**config.mk**
```make
export PLATFORM = sky130hd
export DESIGN_NAME = sys_bus_reg_responder
export DESIGN_NICKNAME = d
export VERILOG_FILES = /design/src/rtl/sys_bus_rsp_pkg.sv /design/src/rtl/sys_bus_rsp_decode.sv /design/src/rtl/sys_bus_reg_responder.sv
export SDC_FILE = /design/constraint.sdc
export NUM_CORES = 1
export LEC_CHECK = 0
export ABC_AREA = 1
export CAP_MARGIN = 10
export CORE_AREA = 2 2 203 205
export CTS_CLUSTER_SIZE = 12
export DETAILED_ROUTE_END_ITERATION = 16
export DIE_AREA = 0 0 205 207
export PLACE_DENSITY = 0.7
export SETUP_SLACK_MARGIN = 0.3
export SYNTH_ARGS = -nofsm -noshare
export SYNTH_HDL_FRONTEND = slang
export SYNTH_SLANG_ARGS = --single-unit
```
**constraint.sdc**
```tcl
create_clock -name clk_i -period 2.74 [get_ports clk_i]
set_input_delay 0.548 -clock clk_i [delete_from_list [all_inputs] [get_ports clk_i]]
set_output_delay 0.548 -clock clk_i [all_outputs]
set_load 0.005 [all_outputs]
```
**src/rtl/sys_bus_rsp_pkg.sv**
```systemverilog
// Shared types and address-map constants for the system bus register responder.
package sys_bus_rsp_pkg;

    localparam int unsigned CTL_BASE = 32'h000;
    localparam int unsigned STS_BASE = 32'h800;
    localparam int unsigned PLS_ADR  = 32'hC00;

    // Each region spans a 1 KiB page; index is the word offset inside it.
    localparam int unsigned PAGE_SH = 10;
    localparam int unsigned IDX_W   = 8;
    localparam int unsigned CNT_W   = 4;

    typedef enum logic [1:0] {
        IDLE,
        WAIT,
        ACK
    } state_t;

    typedef enum logic [1:0] {
        RGN_NONE,
        RGN_CTL,
        RGN_STS,
        RGN_PLS
    } region_t;

    typedef struct packed {
        region_t          region;
        logic [IDX_W-1:0] idx;
        logic             err;
    } dec_t;

endpackage

```
**src/rtl/sys_bus_rsp_decode.sv**
```systemverilog
// Combinational address decode: region, word index and access error flag.
module sys_bus_rsp_decode
    import sys_bus_rsp_pkg::*;
#(
    parameter int unsigned SW = 20,
    parameter int unsigned NR = 8,
    parameter int unsigned NS = 4
) (
    input  logic [SW-1:0] addr,
    input  logic          wen,
    input  logic          ren,
    output dec_t          dec
);

    localparam logic [IDX_W:0] NR_LIM = (IDX_W+1)'(NR);
    localparam logic [IDX_W:0] NS_LIM = (IDX_W+1)'(NS);

    logic [SW-1:0]    page;
    logic [IDX_W-1:0] word;

    assign page = addr >> PAGE_SH;
    assign word = addr[IDX_W+1:2];

    // Classify the address; misaligned or out-of-range offsets stay unmapped.
    always_comb begin
        dec        = '0;
        dec.region = RGN_NONE;
        dec.idx    = word;
        if (addr[1:0] == 2'b00) begin
            if (addr == SW'(PLS_ADR)) begin
                dec.region = RGN_PLS;
            end else if (page == SW'(CTL_BASE >> PAGE_SH) && {1'b0, word} < NR_LIM) begin
                dec.region = RGN_CTL;
            end else if (page == SW'(STS_BASE >> PAGE_SH) && {1'b0, word} < NS_LIM) begin
                dec.region = RGN_STS;
            end
        end
        dec.err = (dec.region == RGN_NONE) || (wen && dec.region == RGN_STS) || (wen && ren);
    end

endmodule

```
**src/rtl/sys_bus_reg_responder.sv**
```systemverilog
// System bus slave responder terminating accesses on a small register bank.
// Optional build macro SYS_BUS_RSP_SHADOW_EN: control writes land in shadow
// registers that are copied to ctl_o on upd_i or a pulse write with wdata[31].
module sys_bus_reg_responder
    import sys_bus_rsp_pkg::*;
#(
    parameter int unsigned             SW      = 20,
    parameter int unsigned             NR      = 8,
    parameter int unsigned             NS      = 4,
    parameter int unsigned             WS      = 0,
    parameter logic [NR-1:0][31:0]     RST_VAL = '0
) (
    input  logic                   clk_i,
    input  logic                   rst_i,
    input  logic [31:0]            sys_addr,
    input  logic [31:0]            sys_wdata,
    input  logic                   sys_wen,
    input  logic                   sys_ren,
    output logic [31:0]            sys_rdata,
    output logic                   sys_err,
    output logic                   sys_ack,
    output logic [NR-1:0][31:0]    ctl_o,
    input  logic [NS-1:0][31:0]    sts_i,
    output logic [31:0]            pls_o,
    input  logic                   upd_i
);

    localparam logic [CNT_W-1:0] CNT_LOAD = CNT_W'(WS == 0 ? 0 : WS - 1);

    dec_t                  dec;
    state_t                state;
    logic [CNT_W-1:0]      cnt;
    logic [31:0]           rd_q;
    logic                  err_q;
    logic                  acc_c;
    logic                  wr_ok_c;
    logic                  ctl_wr_c;
    logic                  pls_wr_c;
    logic [31:0]           rd_c;
    logic [31:0]           rd_cap_c;
    logic [NR-1:0][31:0]   bank_c;
    logic [NR-1:0][31:0]   bank_nxt_c;
    logic                  unused_bits;

    sys_bus_rsp_decode #(
        .SW (SW),
        .NR (NR),
        .NS (NS)
    ) u_decode (
        .addr (sys_addr[SW-1:0]),
        .wen  (sys_wen),
        .ren  (sys_ren),
        .dec  (dec)
    );

    // Only IDLE accepts strobes; errored accesses have no side effects.
    assign acc_c    = (state == IDLE) && (sys_wen || sys_ren);
    assign wr_ok_c  = acc_c && sys_wen && !dec.err;
    assign ctl_wr_c = wr_ok_c && (dec.region == RGN_CTL);
    assign pls_wr_c = wr_ok_c && (dec.region == RGN_PLS);
    assign rd_cap_c = (sys_ren && !dec.err) ? rd_c : '0;

    // Next value of the writable bank with this cycle's control write merged in.
    always_comb begin
        bank_nxt_c = bank_c;
        for (int unsigned k = 0; k < NR; k++) begin
            if (ctl_wr_c && dec.idx == IDX_W'(k)) begin
                bank_nxt_c[k] = sys_wdata;
            end
        end
    end

    // Read mux; the pulse register and unmapped space read as zero.
    always_comb begin
        rd_c = '0;
        if (dec.region == RGN_CTL) begin
            for (int unsigned k = 0; k < NR; k++) begin
                if (dec.idx == IDX_W'(k)) rd_c = bank_c[k];
            end
        end else if (dec.region == RGN_STS) begin
            for (int unsigned k = 0; k < NS; k++) begin
                if (dec.idx == IDX_W'(k)) rd_c = sts_i[k];
            end
        end
    end

`ifdef SYS_BUS_RSP_SHADOW_EN
    logic [NR-1:0][31:0] shd_q;

    assign bank_c      = shd_q;
    assign unused_bits = ^sys_addr[31:SW];

    // Shadow bank takes writes; ctl_o copies all shadows on an update request.
    always_ff @(posedge clk_i) begin
        if (rst_i) begin
            shd_q <= RST_VAL;
            ctl_o <= RST_VAL;
        end else begin
            shd_q <= bank_nxt_c;
            if (upd_i || (pls_wr_c && sys_wdata[31])) begin
                ctl_o <= bank_nxt_c;
            end
        end
    end
`else
    assign bank_c      = ctl_o;
    assign unused_bits = ^{sys_addr[31:SW], upd_i};

    // Control registers commit at the edge ending the strobe cycle.
    always_ff @(posedge clk_i) begin
        if (rst_i) begin
            ctl_o <= RST_VAL;
        end else begin
            ctl_o <= bank_nxt_c;
        end
    end
`endif

    // Access FSM: capture in IDLE, count wait states, one-cycle ack.
    always_ff @(posedge clk_i) begin
        if (rst_i) begin
            state     <= IDLE;
            cnt       <= '0;
            rd_q      <= '0;
            err_q     <= 1'b0;
            sys_ack   <= 1'b0;
            sys_err   <= 1'b0;
            sys_rdata <= '0;
            pls_o     <= '0;
        end else begin
            sys_ack   <= 1'b0;
            sys_err   <= 1'b0;
            sys_rdata <= '0;
            pls_o     <= pls_wr_c ? sys_wdata : '0;
            case (state)
                IDLE: begin
                    if (acc_c) begin
                        rd_q  <= rd_cap_c;
                        err_q <= dec.err;
                        if (WS == 0) begin
                            state     <= ACK;
                            sys_ack   <= 1'b1;
                            sys_err   <= dec.err;
                            sys_rdata <= rd_cap_c;
                        end else begin
                            state <= WAIT;
                            cnt   <= CNT_LOAD;
                        end
                    end
                end
                WAIT: begin
                    if (cnt == '0) begin
                        state     <= ACK;
                        sys_ack   <= 1'b1;
                        sys_err   <= err_q;
                        sys_rdata <= rd_q;
                    end else begin
                        cnt <= cnt - 1'b1;
                    end
                end
                ACK:     state <= IDLE;
                default: state <= IDLE;
            endcase
        end
    end

endmodule
```
* Yosys cells after proc, flatten, opt, wreduce, memory -nomap -nowiden
Index checks and enable logic that the tools add are counted.
** Storage, ports and cells
- Register bits :: 361
- Bits of input ports :: 197
- Output and inout bits :: 322
- Word-level logic and storage cells :: 99
** Cells by class
- Add/sub/neg operators :: 1
- Magnitude comparators :: 2
- Equal/unequal tests :: 15
- Multiplexer cells :: 31
- Bitwise gates (word level) :: 2
- Reductions and logical operators :: 32
** Operator list (number)
- 32-bit two-way mux :: 17
- 32-bit one-hot mux with 2 select lines :: 1
- 8-bit by 3-bit equality test with 1-bit output (second input constant) :: 4
- 20-bit by 12-bit equality test with 1-bit output (second input constant) :: 1
- 20-bit logical NOT :: 1
- 1-bit logical AND :: 18
- 8-bit by 2-bit equality test with 1-bit output (second input constant) :: 2
- 2-bit two-way mux :: 6
- 10-bit by 2-bit equality test with 1-bit output (second input constant) :: 1
- 8-bit by 1-bit equality test with 1-bit output (second input constant) :: 1
- 8-bit logical NOT :: 1
- 8-bit by 3-bit less-than comparator with 1-bit output (second input constant) :: 1
- 8-bit by 4-bit less-than comparator with 1-bit output (second input constant) :: 1
- 2-bit logical NOT :: 3
- 2-bit AND reduction :: 3
- 2-bit by 1-bit equality test with 1-bit output (second input constant) :: 2
- 2-bit equality test (second input constant) :: 2
- 4-bit logical NOT :: 1
- 1-bit two-way mux :: 4
- 2-bit inequality test (second input constant) :: 2
- 1-bit one-hot mux with 2 select lines :: 2
- 2-bit one-hot mux with 2 select lines :: 1
- 4-bit by 1-bit subtractor with 4-bit output (second input constant) :: 1
- 1-bit logical OR :: 3
- other kinds (3) :: 4

* Depth between registers and ports, before layout
Gate-level depths: netlist (run 1).
- Word-level depth :: 15
- Depth in mapped cells :: 12
- Gate-level depth less buffers :: 12

* By module
A second synthesis (run 1) with hierarchy kept.
** Second synthesis, totals
- Cells, all modules :: 1851
- Area, all modules :: 13700.6 um2
** Modules (own cells, without submodules)
- sys_bus_reg_responder :: instances 1, cells each 1809, area each 13460.4 um2
- sys_bus_rsp_decode :: instances 1, cells each 42, area each 240.2 um2

* Worst setup path after synthesis (run 1)
OpenSTA, ideal clock, no wires.
- Path type :: in2reg
- Start :: input port sys_addr[7]
- End :: register sys_rdata[10]
- Library setup time :: 0.132 ns
- Arrival :: 1.961 ns
- Required time :: 2.608 ns
- Setup slack :: 0.646 ns
- Stages :: 11
- Cell sequence :: nor2_1 > nand2_1 > nor2_2 > nand3_1 > nand2_1 > inv_2 > nand2_1 > buf_2 > nor2_1 > nand2_1 > a21oi_1
** Between the ends
- Cells in the longest elaborated chain, start to end :: 15
- Elaborated cells on any way between the ends :: 42
- Classes of those cells :: 2 x order compare; 10 x eq/ne; 21 x mux; 9 x reduce/logical
** Ends and longest elaborated chain
- start, declared :: line sys_bus_reg_responder.sv:15 : input logic [31:0] sys_addr,
- 8-bit by 3-bit less-than comparator with 1-bit output :: line sys_bus_rsp_decode.sv:34 : end else if (page == SW'(STS_BASE >> PAGE_SH) && {1'b0, word} < NS_LIM) begin
- 1-bit logical AND :: line sys_bus_rsp_decode.sv:34
- 2-bit two-way mux :: line sys_bus_rsp_decode.sv:34
- 2-bit two-way mux :: line sys_bus_rsp_decode.sv:32 : end else if (page == SW'(CTL_BASE >> PAGE_SH) && {1'b0, word} < NR_LIM) begin
- 2-bit two-way mux :: line sys_bus_rsp_decode.sv:30 : if (addr == SW'(PLS_ADR)) begin
- 2-bit two-way mux :: line sys_bus_rsp_decode.sv:29 : if (addr[1:0] == 2'b00) begin
- 2-bit equality test :: line sys_bus_rsp_decode.sv:38, sys_bus_reg_responder.sv:80
- 1-bit logical AND :: line sys_bus_rsp_decode.sv:38 : dec.err = (dec.region == RGN_NONE) || (wen && dec.region == RGN_STS) || (wen && ren);
- 1-bit logical OR (2 in a row) :: line sys_bus_rsp_decode.sv:38
- 1-bit logical NOT :: line sys_bus_reg_responder.sv:61 : assign rd_cap_c = (sys_ren && !dec.err) ? rd_c : '0;
- 1-bit logical AND :: line sys_bus_reg_responder.sv:61
- 32-bit two-way mux * :: line sys_bus_reg_responder.sv:61
- 32-bit two-way mux * :: line sys_bus_reg_responder.sv:137 : if (acc_c) begin
- 32-bit one-hot mux with 2 select lines * :: line sys_bus_reg_responder.sv:135 : case (state)
- end signal, assigned :: line sys_bus_reg_responder.sv:144 : sys_rdata <= rd_cap_c;
- end signal, assigned :: line sys_bus_reg_responder.sv:156 : sys_rdata <= rd_q;
- end, declared :: line sys_bus_reg_responder.sv:19 : output logic [31:0] sys_rdata,
Mark *: on every way between the ends. The rest lies on a longest branch, timed or not.
A chain may end at the register's enable or synchronous reset.

* Worst setup path after layout (run 1)
- Start :: input port sys_addr[9]
- End :: register sys_rdata[14]
The elaborated chain is that of the path after synthesis.

==> results of run 1 <==
-- what timing repair did --
| action | CTS | global route |
|---|---|---|
| buffers inserted | 0 | 1 |
| pin swaps | 0 | 2 |
| resized for setup | 6 | 7 |
| endpoints found under the setup margin | 10 | 12 |
-- how the worst min path moves through the flow --
stage | from | endpoint | slack, ns | depth (start not counted)
2_1_floorplan | ctl_o[10] | ctl_o[10] | 0.50 | 2
3_3_place_gp | ctl_o[16] | ctl_o[16] | 0.49 | 2
3_5_place_dp | ctl_o[1] | ctl_o[1] | 0.51 | 2
4_1_cts | ctl_o[1] | ctl_o[1] | 0.52 | 2
5_1_grt | ctl_o[1] | ctl_o[1] | 0.55 | 2
6_report | ctl_o[16] | ctl_o[16] | 0.52 | 2
-- tightest hold or removal path: cells and delay by family, from the launching register on --
family           cells  cell delay, ns
AO/OA/AOI/OAI        1            0.11
flip-flops           1            0.32
AND/OR/NAND/NOR      1            0.05
-- sequential cells by signal (all words and copies together), names as in the netlist --
name and cells:
sys_err 1, ctl_o 256, sys_ack 1, pls_o 32, sys_rdata 32, state 1
-- cells by family (layout without fill, tap and decap cells) --
group / Yosys count / in the layout
AO/OA/AOI/OAI: 139 / 139
flip-flops: 323 / 323
AND/OR/NAND/NOR: 1643 / 1643
buffers and inverters: 472 / 981
-- layout by cell type, fill, tap and decap left out, types with 2 or more instances in the layout --
master,instances
clkinv_8,2
nor2_1,698
buf_12,43
nor2_4,9
buf_4,62
clkinv_2,5
inv_1,296
nand3_1,121
dfxtp_1,323
nand2_1,754
nand2_2,4
nand3_4,9
clkbuf_1,6
inv_2,2
clkbuf_16,39
buf_8,2
o21ai_0,13
clkbuf_8,13
clkdlybuf4s50_1,504
clkinv_1,2
a21oi_1,107
nor2_2,8
a21boi_0,18
nand4_1,37
-- power by group --
part / total (mW) / switching, mW / internal (mW) / leakage (nW)
Sequential: 4.70 / 0.00258 / 4.70 / 2.60
Clock: 5.09 / 2.11 / 2.98 / 0.623
Combinational: 0.546 / 0.264 / 0.282 / 7.89
Total: 10.3 / 2.38 / 7.96 / 11.1
-- layout make-up --
class	instances	area share
Sequential cell	323	0.277
Inverter	301	0.0487
Clock inverter	10	0.00354
Tap cell	532	0.0285
Multi-Input combinational cell	1782	0.318
Clock buffer	58	0.0504
Timing Repair Buffer	612	0.275
-- routing by layer --
| layer | routed length (µm) | global-route usage | share of wire |
|---|---|---|---|
| met4 | 2790 | 0.132 | 0.041 |
| met2 | 31400 | 0.508 | 0.47 |
| met3 | 5730 | 0.0688 | 0.085 |
| met5 | 14 | 0 | 0.00021 |
| met1 | 27400 | 0.389 | 0.41 |
-- metrics by stage --
step | total power, mW | hold WS (ns)
after floorplan | 4.96 | 0.498
after global placement | 5.34 | 0.490
after detailed placement | 5.34 | 0.508
after CTS | 10.4 | 0.523
after global routing | 10.6 | 0.553
final | 10.3 | 0.521
==> key figures, run 1 <==
Outcome
  – Status: complete, no violations

Clock network
  – Clock Pin Slew Worst Setup and Hold Paths: 0.06 ns
  – CTS Buf Count: 38
  – Worst skew pair latency: 0.56 ns
  – Clock buffer depth: 3
  – Clk Tree Root Cell: clkbuf_16
  – CTS tree: yes
  – CTS Sinks: 323
  – Hold-fix buffer count after cts: 0
  – CTS H-tree depth: 2

GRT
  – Largest net degree at the start of global routing: 64
  – GRT Total Usage: 0.310
  – Total grt overflow: 0
  – Initial antenna violation count: 1
  – First-pass GRT wire length: 101 mm
  – Vias in the first global route: 16700

Synth
  – Post-synth top cells: nand2_1 (757), nor2_1 (711), dfxtp_1 (323)
  – Post-Synth Simple-Gate Area: 0.420
  – Synth cell types: 22
  – Mux cell area share after synthesis: 0
  – Seq/Total Area, Yosys: 0.414
  – Post-Synthesis Cells: 2577
  – Area share of the largest cell type after synthesis: 0.414
  – Post-Synth Adder-Cell Area: 0
  – Most frequent cell after synthesis: nand2_1
  – Post-synth EDFFs: 0
  – Cell taking the most area after synthesis: dfxtp_1
  – Synth Register Bits: 323
  – Syn nets: 2774
  – Netlist Area Pre-Place: 0.0156 mm²
  – Asr flop ratio synth: 0
  – Top cells by area, synth: dfxtp_1 (41%), nand2_1 (18%), nor2_1 (17%), inv_1 (7.2%), nand3_1 (3.9%)
  – Post-synthesis compound-gate area fraction: 0.0474
  – Top_reg_cell synth: dfxtp_1
  – Largest family of logic cells by synthesized area: simple AND/OR/NAND/NOR gates
  – Syn Area/Cell: 6.07 µm²
  – Syn. warnings: 0
  – Synth Area in XOR/XNOR: 0

Routing
  – DRC: 0
  – Drt pass-1 iters: 5
  – Final WL: 67.3 mm
  – DRT antenna net count: 0
  – Routed len/inst: 18.6 µm
  – Vias: 17600
  – Drt initial violations: 1435
  – Routed vias/inst: 4.86

STA
  – Clock Skew: 0.0258 ns
  – Final Hold Fails: 0
  – FMAX: 427 MHz
  – Worst Max-Slew Pin Slew: 0.515 ns
  – Final setup viols: 0
  – Final period utilization: 0.855
  – Setup slack after layout: 0.396 ns
  – Max-slew violations: 0
  – Post-Route Setup TNS: 0 ns
  – RSZ-0062 raised after global routing: false
  – Tmin final: 2.34 ns
  – Relative slew slack: 0.656

Power and ir drop
  – Leak: 11.1 nW
  – Maximum vdd ir drop: 0.425 mV
  – Power Density: 442 mW/mm²

Placement
  – DP Worst Slack: -0.490 ns
  – Placed Instance Area: 0.0221 mm²
  – Detail Placement HPWL: 49.3 mm
  – Inst Count DP: 3549
  – Final RePlAce weighted congestion: 0.960
  – Number of I/O port buffers: 505

Critical path
  – Slowest-stage cell, CP: clkdlybuf4s50_1
  – Reg2Reg Launch Point: state[1]
  – Crit path to: sys_rdata[14]
  – Worst R2R End: ctl_o[108]
  – Data arrival, critical path: 2.83 ns
  – Critical path class: in2reg
  – Crit-path max cell delay: 0.48 ns
  – Critical path's top delay family: buffers and inverters
  – Crit-path cells: clkdlybuf4s50_1 -> nor2_4 -> nand2_2 -> nor2_4 -> buf_12 -> buf_12 -> nand2_1 -> a21boi_0 -> a21oi_1 -> buf_4 -> nand2_1 -> a21oi_1
  – Critical Path Sink Type: flop
  – Crit path required time: 3.22 ns
  – CP bufs+invs: 4
  – Startpoint types: input pin
  – Worst path depth: 12
  – R2R setup slack: 1.12 ns
  – CP Launch Point: sys_addr[9]
  – Max FO, Critical Path: 19
  – Reg2Reg Depth: 8

Die
  – Ports: 519
  – Die area: 0.0424 mm²
  – Cell Rows: 74
  – Starting density of the core: 0.387
  – DIE WIDTH: 205 µm
  – Core area: 0.0404 mm²
  – Die H: 207 µm

Worst hold path
  – Min-delay worst type: reg2reg

Final layout
  – Antenna fix cells: 0
  – Fillers: 3765
  – Final Core Density: 0.579
  – FF/Latch Area: 0.00647 mm²
  – Multi-input logic area: 0.00742 mm²
  – Final Cell Area: 0.0234 mm²
  – Area Overhead vs Synth: 49.4%
  – Share of cells above drive strength 1: 0.0668
  – Nets: 3255
  – Finished Layout Cells: 3618

Flow run
  – MaxCap Viol Count: 0
Power figures use the tool's default switching activity.
==> inputs of run 2 (changes only) <==
--- a/config.mk
+++ b/config.mk
@@ -7,11 +7,11 @@
 export LEC_CHECK = 0
 export ABC_AREA = 1
 export CAP_MARGIN = 10
-export CORE_AREA = 2 2 203 205
+export CORE_AREA = 2 2 199 201
 export CTS_CLUSTER_SIZE = 12
 export DETAILED_ROUTE_END_ITERATION = 16
-export DIE_AREA = 0 0 205 207
-export PLACE_DENSITY = 0.7
+export DIE_AREA = 0 0 201 203
+export PLACE_DENSITY = 0.72
 export SETUP_SLACK_MARGIN = 0.3
 export SYNTH_ARGS = -nofsm -noshare
 export SYNTH_HDL_FRONTEND = slang
==> constraint.sdc (replaced) <==
create_clock -name clk_i -period 3 [get_ports clk_i]
set_input_delay 0.6 -clock clk_i [delete_from_list [all_inputs] [get_ports clk_i]]
set_output_delay 0.6 -clock clk_i [all_outputs]
set_load 0.005 [all_outputs]
==> run 2 against run 1 <==
Net effect:
- largest cell class unchanged
- count of clock-buffer cells in the layout shrank 4
- worst hold slack is essentially flat
- die area shrank 3.8%
- combinational power shrank 12%
==> key figures, run 2 (synthesis gave the netlist of run 1 again) <==
Outcome
  – Status: complete, no violations

Clock network
  – CTS tree: yes
  – Clock Pin Slew Worst Setup and Hold Paths: 0.06 ns (about the same)
  – # Post-CTS Setup Buffers: 0 (unchanged)
  – CTS Buf Count: 37 (-2.6%)
  – Post-CTS sizing: 0 (-6)
  – Hold-fix buffer count after cts: 0 (unchanged)
  – Clock buffer depth: 3 (unchanged)
  – CTS H-tree depth: 2 (unchanged)
  – CTS Sinks: 323 (unchanged)
  – Worst skew pair latency: 0.56 ns (about the same)
  – Clk Tree Root Cell: clkbuf_16

STA
  – FMAX: 403 MHz
  – Relative slew slack: 0.663 (+0.00755)
  – Max-slew violations: 0 (unchanged)
  – Worst Max-Slew Pin Slew: 0.503 ns (-0.0113 ns)
  – Post-Route Setup TNS: 0 ns (unchanged)
  – Final hold slack: 0.521 ns (-0.000421 ns)
  – Final setup viols: 0 (unchanged)
  – RSZ-0062 raised after global routing: false
  – Final Hold Fails: 0 (unchanged)
  – Tmin final: 2.48 ns
  – Clock Skew: 0.0159 ns (-0.00992 ns)
  – Final period utilization: 0.828
  – Setup slack after layout: 0.516 ns (+0.121 ns)

Placement
  – Placed Instance Area: 0.0217 mm² (-1.7%)
  – Detail Placement HPWL: 48.3 mm (-2.0%)
  – Inst Count DP: 3501 (-1.4%)
  – Number of I/O port buffers: 505 (unchanged)
  – DP Worst Slack: -0.0660 ns (+0.424 ns)
  – Final RePlAce weighted congestion: 0.999 (+4.1%)

Critical path
  – Startpoint types: input pin
  – Crit path required time: 3.48 ns (+0.26 ns)
  – Crit-path cells: clkdlybuf4s50_1 -> nor2_1 -> buf_4 -> nand2_1 -> inv_2 -> nand2_1 -> nor2_2 -> buf_12 -> a21boi_0 -> a21oi_1 -> buf_4 -> nand2_1 -> a21oi_1
  – Crit-path max cell delay: 0.39 ns (-0.09 ns)
  – Reg2Reg Launch Point: state[1]
  – Critical Path Sink Type: flop
  – R2R setup slack: 1.39 ns (+0.27 ns)
  – CP Launch Point: sys_addr[8]
  – Max FO, Critical Path: 31 (+12)
  – Slowest-stage cell, CP: clkdlybuf4s50_1
  – Data arrival, critical path: 2.96 ns (+0.13 ns)
  – Most frequent cell on the critical path: nand2_1
  – Critical path class: in2reg

Power and ir drop
  – Design Power: 9.48 mW (-8.3%)
  – Power Density: 413 mW/mm² (-6.6%)
  – Logic pwr share: 0.051 (-0.002)
  – Net Switching: 2.12 mW (-11%)
  – Leak: 10.9 nW (-2.1%)
  – Clock network power share: 0.496 (+0.004)
  – Seq pwr share: 0.453 (-0.002)
  – Maximum vdd ir drop: 0.360 mV (-15%)
  – Internal power: 7.35 mW (-7.6%)
  – Switching part of the total: 0.224 (-0.00574)

Final layout
  – Largest register FFs: 256 (unchanged)
  – FF/Latch Area: 0.00647 mm² (unchanged)
  – Area Overhead vs Synth: 46.7%
  – Share of cells above drive strength 1: 0.0515 (-0.0153)
  – Nets: 3219 (-1.1%)
  – Final Core Density: 0.596 (+0.0176)
  – Multi-input logic area: 0.00737 mm² (-0.57%)
  – Final Cell Area: 0.0229 mm² (-1.8%)
  – Largest regs: ctl_o (256), pls_o (32), sys_rdata (32)
  – Finished Layout Cells: 3568 (-1.4%)
  – Most frequent cells in the layout: nand2_1 (756), nor2_1 (703), clkdlybuf4s50_1 (505), dfxtp_1 (323), inv_1 (297)
  – Largest Register: ctl_o
  – Fillers: 3538 (-6.0%)
  – Most common cell after layout, fill and taps aside: nand2_1

Die
  – DIE WIDTH: 201 µm (-2.0%)
  – Cell Rows: 72 (-2.7%)
  – Die H: 203 µm (-1.9%)
  – Core area: 0.0385 mm² (-4.7%)
  – Starting density of the core: 0.406 (+0.0191)
  – Die area: 0.0408 mm² (-3.8%)
  – Ports: 519 (unchanged)

Routing
  – Drt initial violations: 1443 (+0.56%)
  – Routed vias/inst: 4.93 (+1.4%)
  – Drt pass-1 iters: 5 (unchanged)
  – DRC: 0 (unchanged)
  – Vias: 17600 (+0.011%)
  – DRT antenna net count: 0 (unchanged)
  – Final WL: 66.5 mm (-1.2%)
  – Routed len/inst: 18.6 µm (+0.19%)

GRT
  – First-pass GRT wire length: 99.5 mm (-1.0%)
  – GRT Total Usage: 0.315 (+0.00580)
  – Largest net degree at the start of global routing: 73 (+14%)
  – Vias in the first global route: 16700 (-0.19%)
  – Total grt overflow: 0 (unchanged)
  – Initial antenna violation count: 1 (unchanged)

Flow run
  – MaxCap Viol Count: 0 (unchanged)

Worst hold path
  – Hold Path Origin: ctl_o[18]
  – Min-delay worst type: reg2reg
[run 2: changes by cell type in the layout (fill, tap and decap cells not counted), moves of 2 or more]
cell       previous run  this run
clkbuf_8             13         7
bufinv_16             0         4
clkinv_8              2         0
buf_8                 2         0
buf_12               43        37
nor2_1              698       703
nor2_2                8         4
clkbuf_1              6        10
clkinv_2              5         3
clkbuf_16            39        37
nand2_1             754       756
inv_6                 1         3
nand2_2               4         2
buf_4                62        35
[run 2: critical path: cells and delay by family]
| kind | cells | cell delay [ns] |
|---|---|---|
| compound gates | 3 | 0.55 |
| buf+inv | 5 | 1.06 |
| simple gates | 5 | 0.74 |
[run 2: path summary, 6_finish.rpt]
kind	endpoint	cells after the start
worst min register to register	ctl_o[18]	2
worst max-delay path	sys_rdata[16]	13
worst max register to register	ctl_o[19]	7
worst min-delay path	ctl_o[18]	2
[run 2: metal layers]
layer	up-vias	share of wire	GRT usage
met5	-	0	0
met1	7968	0.40	0.391
li1	8574	-	-
met2	868	0.46	0.524
met4	0	0.046	0.146
met3	164	0.089	0.0682
[run 2: cell type report]
| class | count | area share |
|---|---|---|
| inverters | 301 | 0.0496 |
| repair buffers | 577 | 0.264 |
| clock buffers | 54 | 0.0462 |
| diodes | 1 | 0.000109 |
| flip-flops and latches | 323 | 0.282 |
| multi-input cells | 1782 | 0.322 |
| well taps | 518 | 0.0283 |
| clock inverters | 12 | 0.00824 |
[run 2: power by group through the flow]
stage	combinational, mW	clock (mW)	sequential [mW]
after floorplan	0.145	0	4.39
after global placement	0.472	0	4.39
after detailed placement	0.473	0	4.39
after CTS	0.476	4.76	4.29
after global routing	0.509	4.95	4.29
final	0.481	4.70	4.29
==> inputs of run 3 (changes only) <==
--- a/config.mk
+++ b/config.mk
@@ -7,11 +7,11 @@
 export LEC_CHECK = 0
 export ABC_AREA = 1
 export CAP_MARGIN = 10
-export CORE_AREA = 2 2 199 201
+export CORE_AREA = 2 2 202 204
 export CTS_CLUSTER_SIZE = 12
 export DETAILED_ROUTE_END_ITERATION = 16
-export DIE_AREA = 0 0 201 203
-export PLACE_DENSITY = 0.72
+export DIE_AREA = 0 0 204 206
+export PLACE_DENSITY = 0.73
 export SETUP_SLACK_MARGIN = 0.3
 export SYNTH_ARGS = -nofsm -noshare
 export SYNTH_HDL_FRONTEND = slang
==> constraint.sdc (replaced) <==
create_clock -name clk_i -period 2.1 [get_ports clk_i]
set_input_delay 0.42 -clock clk_i [delete_from_list [all_inputs] [get_ports clk_i]]
set_output_delay 0.42 -clock clk_i [all_outputs]
set_load 0.005 [all_outputs]
==> run 3 against run 2 <==
Net effect:
- sequential power increased by 43%
- worst setup slack got worse by 0.43 ns
- design area rose by 16%
- non-clock buffer count up 189
- global-route usage grew 3.2 points
- die area grew 3.0%
- clock power increased by 42%
- cell count is 5.8% higher
- sequential cell count stayed put
- largest power group unchanged
- critical path depth grew 7
- total power is 44% higher
- critical path type unchanged
- first-iteration DRC count up 16%
==> key figures, run 3 (synthesis gave the netlist of run 1 again) <==
Critical path
  – Crit-path max cell delay: 0.16 ns (-0.23 ns)
  – Reg2Reg Launch Point: state[1]
  – Crit path required time: 2.59 ns (-0.89 ns)
  – CP bufs+invs: 9 (+4)
  – Critical Path Sink Type: flop
  – Data arrival, critical path: 2.49 ns (-0.47 ns)
  – Slowest-stage cell, CP: buf_12
  – Startpoint types: input pin
  – Crit-path cells: buf_6 -> nor2_4 -> buf_6 -> nand2_8 -> nor2_4 -> nand2_2 -> nand2_4 -> nand3_4 -> nor2_8 -> buf_12 -> buf_8 -> buf_12 -> buf_8 -> nand3_4 -> buf_12 -> buf_6 -> buf_16 -> nand2_1 -> nand2_1 -> nor2_1
  – CP Launch Point: sys_addr[7]
  – Critical path class: in2reg
  – Max FO, Critical Path: 8 (-74%)
  – Critical path's top delay family: buffers and inverters

Die
  – Die area: 0.0420 mm² (+3.0%)
  – DIE WIDTH: 204 µm (+1.5%)
  – Ports: 519 (unchanged)
  – Starting density of the core: 0.389 (-0.0174)
  – Core area: 0.0402 mm² (+4.5%)
  – Cell Rows: 74 (+2.8%)
  – Die H: 206 µm (+1.5%)

Placement
  – Final RePlAce weighted congestion: 0.940 (-5.9%)
  – Placed Instance Area: 0.0224 mm² (+3.4%)
  – Number of I/O port buffers: 505 (unchanged)
  – Detail Placement HPWL: 50.5 mm (+4.4%)

Power and ir drop
  – Power Density: 512 mW/mm² (+24%)
  – Design Power: 13.6 mW (+44%)
  – Maximum vdd ir drop: 0.516 mV (+43%)
  – Leak: 12.8 nW (+18%)

Routing
  – Routed len/inst: 21.2 µm (+14%)
  – DRT antenna net count: 0 (unchanged)
  – Vias: 19400 (+10%)
  – Routed vias/inst: 5.14 (+4.4%)
  – DRC: 0 (unchanged)
  – Drt pass-1 iters: 6 (+1)
  – Drt initial violations: 1681 (+16%)
  – Final WL: 80.0 mm (+20%)

GRT
  – GRT Total Usage: 0.347 (+0.0318)
  – Total grt overflow: 0 (unchanged)
  – Initial antenna violation count: 5 (+4)
  – Largest net degree at the start of global routing: 83 (+14%)
  – First-pass GRT wire length: 109 mm (+9.9%)
  – Vias in the first global route: 18000 (+8.0%)

Final layout
  – Largest register FFs: 256 (unchanged)
  – Largest Register: ctl_o
  – Nets: 3408 (+5.9%)
  – Most frequent cells in the layout: nand2_1 (640), nor2_1 (600), clkdlybuf4s50_1 (395), dfxtp_1 (299), inv_1 (293)
  – Share of cells above drive strength 1: 0.190 (+0.139)
  – Final Cell Area: 0.0266 mm² (+16%)
  – Fillers: 3363 (-4.9%)
  – Largest regs: ctl_o (256), pls_o (32), sys_rdata (32)
  – FF/Latch Area: 0.00650 mm² (+0.54%)
  – Most common cell after layout, fill and taps aside: nand2_1
  – Area Overhead vs Synth: 70.0%
  – Final Core Density: 0.661 (+0.0651)
  – Multi-input logic area: 0.00837 mm² (+13%)

STA
  – FMAX: 498 MHz
  – Final setup viols: 0 (unchanged)
  – Relative slew slack: 0.509 (-0.154)
  – Final Hold Fails: 0 (unchanged)
  – Final hold slack: 0.396 ns (-0.125 ns)
  – Worst Max-Slew Pin Slew: 0.734 ns (+0.231 ns)
  – RSZ-0062 raised after global routing: true
  – Tmin final: 2.01 ns
  – Clock Skew: 0.0235 ns (+0.00763 ns)
  – Max-slew violations: 0 (unchanged)
  – Final period utilization: 0.957

Clock network
  – Clk Tree Root Cell: clkbuf_16
  – Clock Pin Slew Worst Setup and Hold Paths: 0.06 ns (about the same)
  – CTS Buf Count: 37 (unchanged)
  – Clock buffer depth: 3 (unchanged)
  – CTS tree: yes
  – CTS H-tree depth: 2 (unchanged)
  – Worst skew pair latency: 0.55 ns (about the same)
  – CTS Sinks: 323 (unchanged)
  – Hold-fix buffer count after cts: 0 (unchanged)

Outcome
  – Status: complete, no violations

Flow run
  – MaxCap Viol Count: 0 (unchanged)

Worst hold path
  – Hold Path Origin: sys_wen
  – Min-delay worst type: in2reg
run 3: worst paths after layout:
path | slack [ns] | endpoint | cells past startpoint
worst max-delay path | 0.09 | ctl_o[96] | 20
worst min-delay path | 0.40 | state[1] | 3
worst max register to register | 0.28 | ctl_o[96] | 14
worst min register to register | 0.53 | ctl_o[10] | 2
run 3: routing by layer:
layer / GRT usage / part of all wire / up-vias
li1: - / - / 8995
met1: 0.407 / 0.36 / 8931
met2: 0.582 / 0.47 / 1164
met3: 0.0870 / 0.10 / 310
met4: 0.192 / 0.064 / 0
met5: 0 / 0 / -
run 3: stage by stage:
step / worst slack (ns) / cells / TNS (ns)
after global routing: 0.0325 / 3773 / 0
after global placement: -0.722 / 3586 / -147.95
final: 0.0913 / 3774 / 0
after floorplan: 0.216 / 2577 / 0
after CTS: 0.182 / 3741 / 0
after detailed placement: -0.739 / 3586 / -153.88
run 3: cell type report:
class	instances	share of cell area
antenna	6	0.000565
clock buffer	58	0.0431
clock inverter	6	0.00358
inverter	301	0.0429
multi-input combinational	1782	0.315
sequential	323	0.245
tap	532	0.0250
timing repair buffer	766	0.325
run 3: power by group:
| group | total, mW | internal, mW | switching (mW) |
|---|---|---|---|
| combinational | 0.811 | 0.410 | 0.401 |
| clock | 6.67 | 3.99 | 2.68 |
| sequential | 6.13 | 6.13 | 0.00201 |
run 3: timing repair:
item                                    4_1_cts  5_1_grt
gates cloned                                 29       18
pin swaps                                    54       94
resized for setup                           288      281
setup buffers                                62        9
endpoints found under the setup margin      600      506
run 3: worst reg2reg max path: stages (launching register included):
cell and delay, ns:
dfxtp_1 0.32, nor2_2 0.12, inv_2 0.08, nor2_8 0.10
buf_12 0.11, buf_8 0.09, buf_12 0.10, buf_8 0.09
nand3_4 0.08, buf_12 0.16, buf_6 0.13, buf_16 0.16
nand2_1 0.06, nand2_1 0.05, nor2_1 0.11
